===== src/rtl/bit_serializer_pkg.sv =====
// Shared constants for the lab's FSM blocks: state encodings and default word width.
// No ports; imported by bit_serializer.
package bit_serializer_pkg;

  // State encodings are fixed so that other blocks decoding state stay compatible.
  localparam logic [0:0] IDLE  = 1'b0;
  localparam logic [0:0] SHIFT = 1'b1;

  localparam int DEFAULT_WIDTH = 8;

endpackage


===== src/rtl/bit_serializer.sv =====
// Parallel-to-serial shifter: loads a WIDTH-bit word and emits it one bit per cycle on x,
// MSB or LSB first. Streams back-to-back when a new word is loaded during the final bit.
// Ports: clk/reset (async, active-high); load/din in; x, ready, busy, done, bit_idx, frames_sent out.
module bit_serializer
  import bit_serializer_pkg::*;
#(
  parameter int WIDTH     = DEFAULT_WIDTH,
  parameter bit MSB_FIRST = 1'b1
) (
  input  logic             clk,
  input  logic             reset,
  input  logic             load,
  input  logic [WIDTH-1:0] din,
  output logic             x,
  output logic             ready,
  output logic             busy,
  output logic             done,
  output logic [3:0]       bit_idx,
  output logic [7:0]       frames_sent
);

  localparam logic [3:0] LAST_IDX = 4'(WIDTH - 1);

  logic [0:0]       state;
  logic [WIDTH-1:0] sreg;
  logic [WIDTH-1:0] sreg_shifted;
  logic             accept;

  // The bit on x is always the outgoing end of the shift register, so x is a flop
  // output. The register is cleared when a word ends, which keeps x=0 while idle.
  generate
    if (MSB_FIRST) begin : g_msb
      assign x            = sreg[WIDTH-1];
      assign sreg_shifted = {sreg[WIDTH-2:0], 1'b0};
    end else begin : g_lsb
      assign x            = sreg[0];
      assign sreg_shifted = {1'b0, sreg[WIDTH-1:1]};
    end
  endgenerate

  assign busy   = (state == SHIFT);
  assign done   = busy && (bit_idx == LAST_IDX);
  // The final-bit cycle also accepts a load so consecutive words have no gap.
  assign ready  = !busy || done;
  assign accept = load && ready;

  always_ff @(posedge clk or posedge reset) begin
    if (reset) begin
      state   <= IDLE;
      sreg    <= '0;
      bit_idx <= 4'd0;
    end else if (accept) begin
      state   <= SHIFT;
      sreg    <= din;
      bit_idx <= 4'd0;
    end else if (done) begin
      state   <= IDLE;
      sreg    <= '0;
      bit_idx <= 4'd0;
    end else if (busy) begin
      sreg    <= sreg_shifted;
      bit_idx <= bit_idx + 4'd1;
    end
  end

  // Counts words whose final bit went out; wraps naturally at 8 bits.
  always_ff @(posedge clk or posedge reset) begin
    if (reset) begin
      frames_sent <= 8'd0;
    end else if (done) begin
      frames_sent <= frames_sent + 8'd1;
    end
  end

endmodule


===== config.mk =====
export PLATFORM = sky130hd
export DESIGN_NAME = bit_serializer
export DESIGN_NICKNAME = d
export VERILOG_FILES = /design/src/rtl/bit_serializer_pkg.sv /design/src/rtl/bit_serializer.sv
export SDC_FILE = /design/constraint.sdc
export NUM_CORES = 1
export LEC_CHECK = 0
export CORE_MARGIN = 10
export CORE_UTILIZATION = 30
export CTS_CLUSTER_SIZE = 14
export DETAILED_ROUTE_END_ITERATION = 6
export HOLD_SLACK_MARGIN = 0.05
export SLEW_MARGIN = 20
export SYNTH_ARGS = -nofsm -noshare
export SYNTH_HDL_FRONTEND = slang
export SYNTH_SLANG_ARGS = --single-unit

===== constraint.sdc =====
create_clock -name clk -period 2 [get_ports clk]
set_input_delay 0.2 -clock clk [delete_from_list [all_inputs] [get_ports clk]]
set_output_delay 0.2 -clock clk [all_outputs]
set_load 0.05 [all_outputs]

=== After elaboration in Yosys (flattened, before gate mapping) ===
Cells that the tools add are included.

* Flip-flop bits (word level): 21
* Input bits: 11
* Output and inout port bits: 16

* $add $sub $neg: 2
* Eq/ne operators: 1
* Multiplexer cells: 8
* Reductions and logical operators: 6

{| class="wikitable"
|+ Operator list
! operator !! count
|-
| $mux W8 || 3
|-
| $mux W4 || 3
|-
| $add A8 B1 Y8 const B || 1
|-
| $add A4 B1 Y4 const B || 1
|-
| $eq A4 B3 Y1 const B || 1
|-
| $reduce_bool A3 Y1 || 1
|-
| $logic_and A1 B1 Y1 || 2
|-
| $mux W1 || 2
|-
| $reduce_bool A2 Y1 || 1
|-
| $logic_not A1 Y1 || 1
|-
| $logic_or A1 B1 Y1 || 1
|}

=== Depth between registers and ports, before layout ===
* Depth in word-level cells: 5
* Mapped depth: 5
* Depth with buffers taken out: 5

=== Worst setup path before layout ===
No wires, ideal clock.

* Kind: reg-to-reg
* From: reg bit_idx[0]
* To: reg frames_sent[4]
* Library setup time: 0.141 ns
* Arrival time: 1.941 ns
* Required time: 1.859 ns
* Path slack: -0.082 ns
* Stages on the path, launching flop included: 6
* Buffers on the path: 0
* Cells stage by stage: dfrtp_1 -> ha_1 -> nand4b_2 -> inv_1 -> nand4_1 -> xnor2_1

* Longest elaborated chain between the ends: 2

{| class="wikitable"
|+ RTL lines
! what !! line !! RTL
|-
| start: declaration || bit_serializer.sv:18 || <nowiki>output logic [3:0] bit_idx,</nowiki>
|-
| start signal: assignment || bit_serializer.sv:62 || <nowiki>bit_idx <= bit_idx + 4'd1;</nowiki>
|-
| $eq A4 B3 Y1 || bit_serializer.sv:42 || <nowiki>assign done = busy && (bit_idx == LAST_IDX);</nowiki>
|-
| $logic_and A1 B1 Y1 || bit_serializer.sv:42 ||
|-
| named net done || bit_serializer.sv:17 || <nowiki>output logic done,</nowiki>
|-
| end signal: assignment || bit_serializer.sv:71 || <nowiki>frames_sent <= frames_sent + 8'd1;</nowiki>
|-
| end: declaration || bit_serializer.sv:19 || <nowiki>output logic [7:0] frames_sent</nowiki>
|}

The timed path passes the listed nets, and every way through them passes these cells.
A chain may end at the register's enable or synchronous reset.

=== Worst setup path in the final report ===
* From: reg bit_idx[2]
* To: out bit_idx[2]

No word-level cell between the ends.

==> results.md <==
* Outcome: completed
* Fin crit share at 93.1%
* WHS at 213 ps
* H-tree Lvls at 1
* Slew @ Worst Pin at 509 ps
* Seq. cell area at 526 sq um
* Area of the multi-input gates at 470 sq um
* Worst path cell trace: clkdlybuf4s50_1
* CTS Hold Bufs at 0
* Placer Congestion at 0.771
* Max_cap viols at 0
* Fin Setup TNS at 0 ps
* Layout cells sized above 1 at 13.0%
* Pre-Repair DR Iteration Count at 4
* Post-CTS setup buffer count at 0
* Syn Inst Count at 95
* Largest net degree at the start of global routing at 22
* Initial Util at 31.0%
* Routed len/inst at 14.1 microns
* Syn_nets at 108
* Ys async rst share at 100%
* Worst-path clk slew at 120 ps
* Synthesized cell area at 1030 sq um
* Filler cell count in the final layout at 352
* Total wire length at 2390 microns
* Family with the most delay on the worst path: buffers and inverters
* Critical path depth at 1
* Data arrival time of the worst path at 1660 ps
* Max Fanout on Critical Path at 7
* Clk buf depth at 2
* Largest stage delay, worst path at 860 ps
* DIE AREA at 6190 sq um
* Commonest non-fill, non-tap cell in the layout: clkdlybuf4s50_1
* R2r setup slk at 440 ps
* Clock Skews at 3.39 ps
* Slew Limit Fails at 0
* Synthesis warning total at 0
* Syn_area_per_cell at 10.9 sq um
* Reg2reg path depth at 4
* Initial DRC Count at 20
* Core area at 3340 sq um
* Pleak at 0.628 nW
* Synth Flop Type: dfrtp_1
* WS Path Type: reg -> out
* Cts bufs inserted at 3
* Max stage delay cell, worst path: clkdlybuf4s50_1
* Worst skew pair latency at 310 ps
* Final ANT Viol Nets at 0
* RSZ-0062 raised after global routing: no
* Most frequent cells in the layout: 23 x clkdlybuf4s50_1, 21 x dfrtp_1, 12 x nand2_1
* Root buf cell: clkbuf_4
* Final Hold Fails at 0
* #FFs+latches synth at 21
* Hold Path Class: in -> async
* Sequential area share after synthesis at 50.8%
* Setup crit end kind: output pin
* Clock sink count at 21
* I/O pins at 27
* Via density at 4.79
* Max IR drop VDD at 597 uV
* Vias at 810
* Number of core rows at 21
* Post-synth EDFFs at 0
* CP bufs+invs at 1
* ANT cells at 0
* Vias in the first global route at 902
* Min Clock Period, post-route at 1860 ps
* First-pass GRT wire length at 4210 microns
* HPWL Detailed at 1800 microns
* Final setup fails at 0
* Design Power at 2.03 mW
* Count of unique library cells instantiated by Yosys at 25
* Max Fclk at 537 MHz
* IO Port Bufs at 26
* Die W at 78.7 microns
* Data required time of the worst path at 1800 ps
* Initial antenna violation count at 0
* All-Layer GR Usage at 7.99%
* Layout Nets at 137
* Die Span Y at 78.7 microns
* Global route overflow at 0
* Area growth syn-to-layout at 35.1%
* Number of remaining DRC errors at 0
* CP Launch Type: flop
* TritonCTS clock tree: yes
* PD cells at 1450 nW/um^2
* Slew headroom at 66.0%
metrics by stage:
stage / utilization (%) / std cells / cell area [sq um] / setup slack [ps]
final: 41.8 / 169 / 1400 / 139
after global routing: 41.8 / 169 / 1400 / 15.7
after CTS: 41.8 / 169 / 1390 / 97.8
after detailed placement: 40.9 / 165 / 1370 / 213
after global placement: 40.9 / 165 / 1370 / 276
after floorplan: - / 95 / 1040 / 30.0
final timing paths:
check,end,startpoint
worst max-delay path,bit_idx[2],bit_idx[2]$_DFFE_PP0P_
worst min-delay path,frames_sent[7]$_DFFE_PP0P_,reset
worst max register to register,frames_sent[7]$_DFFE_PP0P_,bit_idx[0]$_DFFE_PP0P_
worst min register to register,frames_sent[7]$_DFFE_PP0P_,frames_sent[7]$_DFFE_PP0P_
max in group asynchronous,sreg[3]$_DFFE_PP0P_,reset
min in group clk,sreg[0]$_DFFE_PP0P_,din[0]
registers in the layout, summed over array words and instances, names as in the netlist:
register     flops
frames_sent      8
sreg             8
bit_idx          4
busy             1
where the power goes:
group | total (mW) | internal [mW] | switching [mW]
registers | 0.726 | 0.568 | 0.158
logic | 1.09 | 0.444 | 0.648
clock network | 0.213 | 0.0747 | 0.138
total | 2.03 | 1.09 | 0.944
layer usage:
layer	part of all wire, %	track usage, %	vias up
met2	45	13.1	24
met1	48	9.54	398
met4	0	1.08	0
li1	-	-	388
met3	7.7	3.83	0
met5	0	0	-
logic make-up (layout without fill, tap and decap cells):
| logic type | count (synthesis) | after routing | synth area share [%] |
|---|---|---|---|
| compound gates | 11 | 11 | 9.08 |
| simple gates | 36 | 36 | 18.0 |
| flops | 21 | 21 | 50.8 |
| mux | 9 | 9 | 8.84 |
| xor+xnor | 8 | 8 | 6.78 |
| fa+ha+maj | 2 | 2 | 2.42 |
| buf+inv | 8 | 36 | 3.99 |
cell usage after synthesis, types with 2 or more instances:
library cell,number,area (sq um)
buf_2,3,15.0
nand3_1,3,15.0
nand3b_1,2,15.0
dfrtp_1,21,526
ha_1,2,25.0
o21ai_0,3,15.0
nor2_1,10,37.5
a221o_1,7,70.1
mux2i_1,8,80.1
inv_1,3,11.3
nor3_1,2,10.0
xnor2_1,3,26.3
xor2_1,5,43.8
nand2_1,12,45.0
layout make-up:
cell class,instances,share of cell area [%]
multi-input combinational,66,33.7
sequential,21,37.6
clock buffer,3,1.61
tap,46,4.12
timing repair buffer,29,21.5
clock inverter,1,0.358
inverter,3,1.08
what timing repair did:
action / CTS / global route
gates cloned: 0 / 0
gates resized for setup: 1 / 1
endpoints found under the setup margin: 1 / 2
Power figures use the tool's default switching activity.
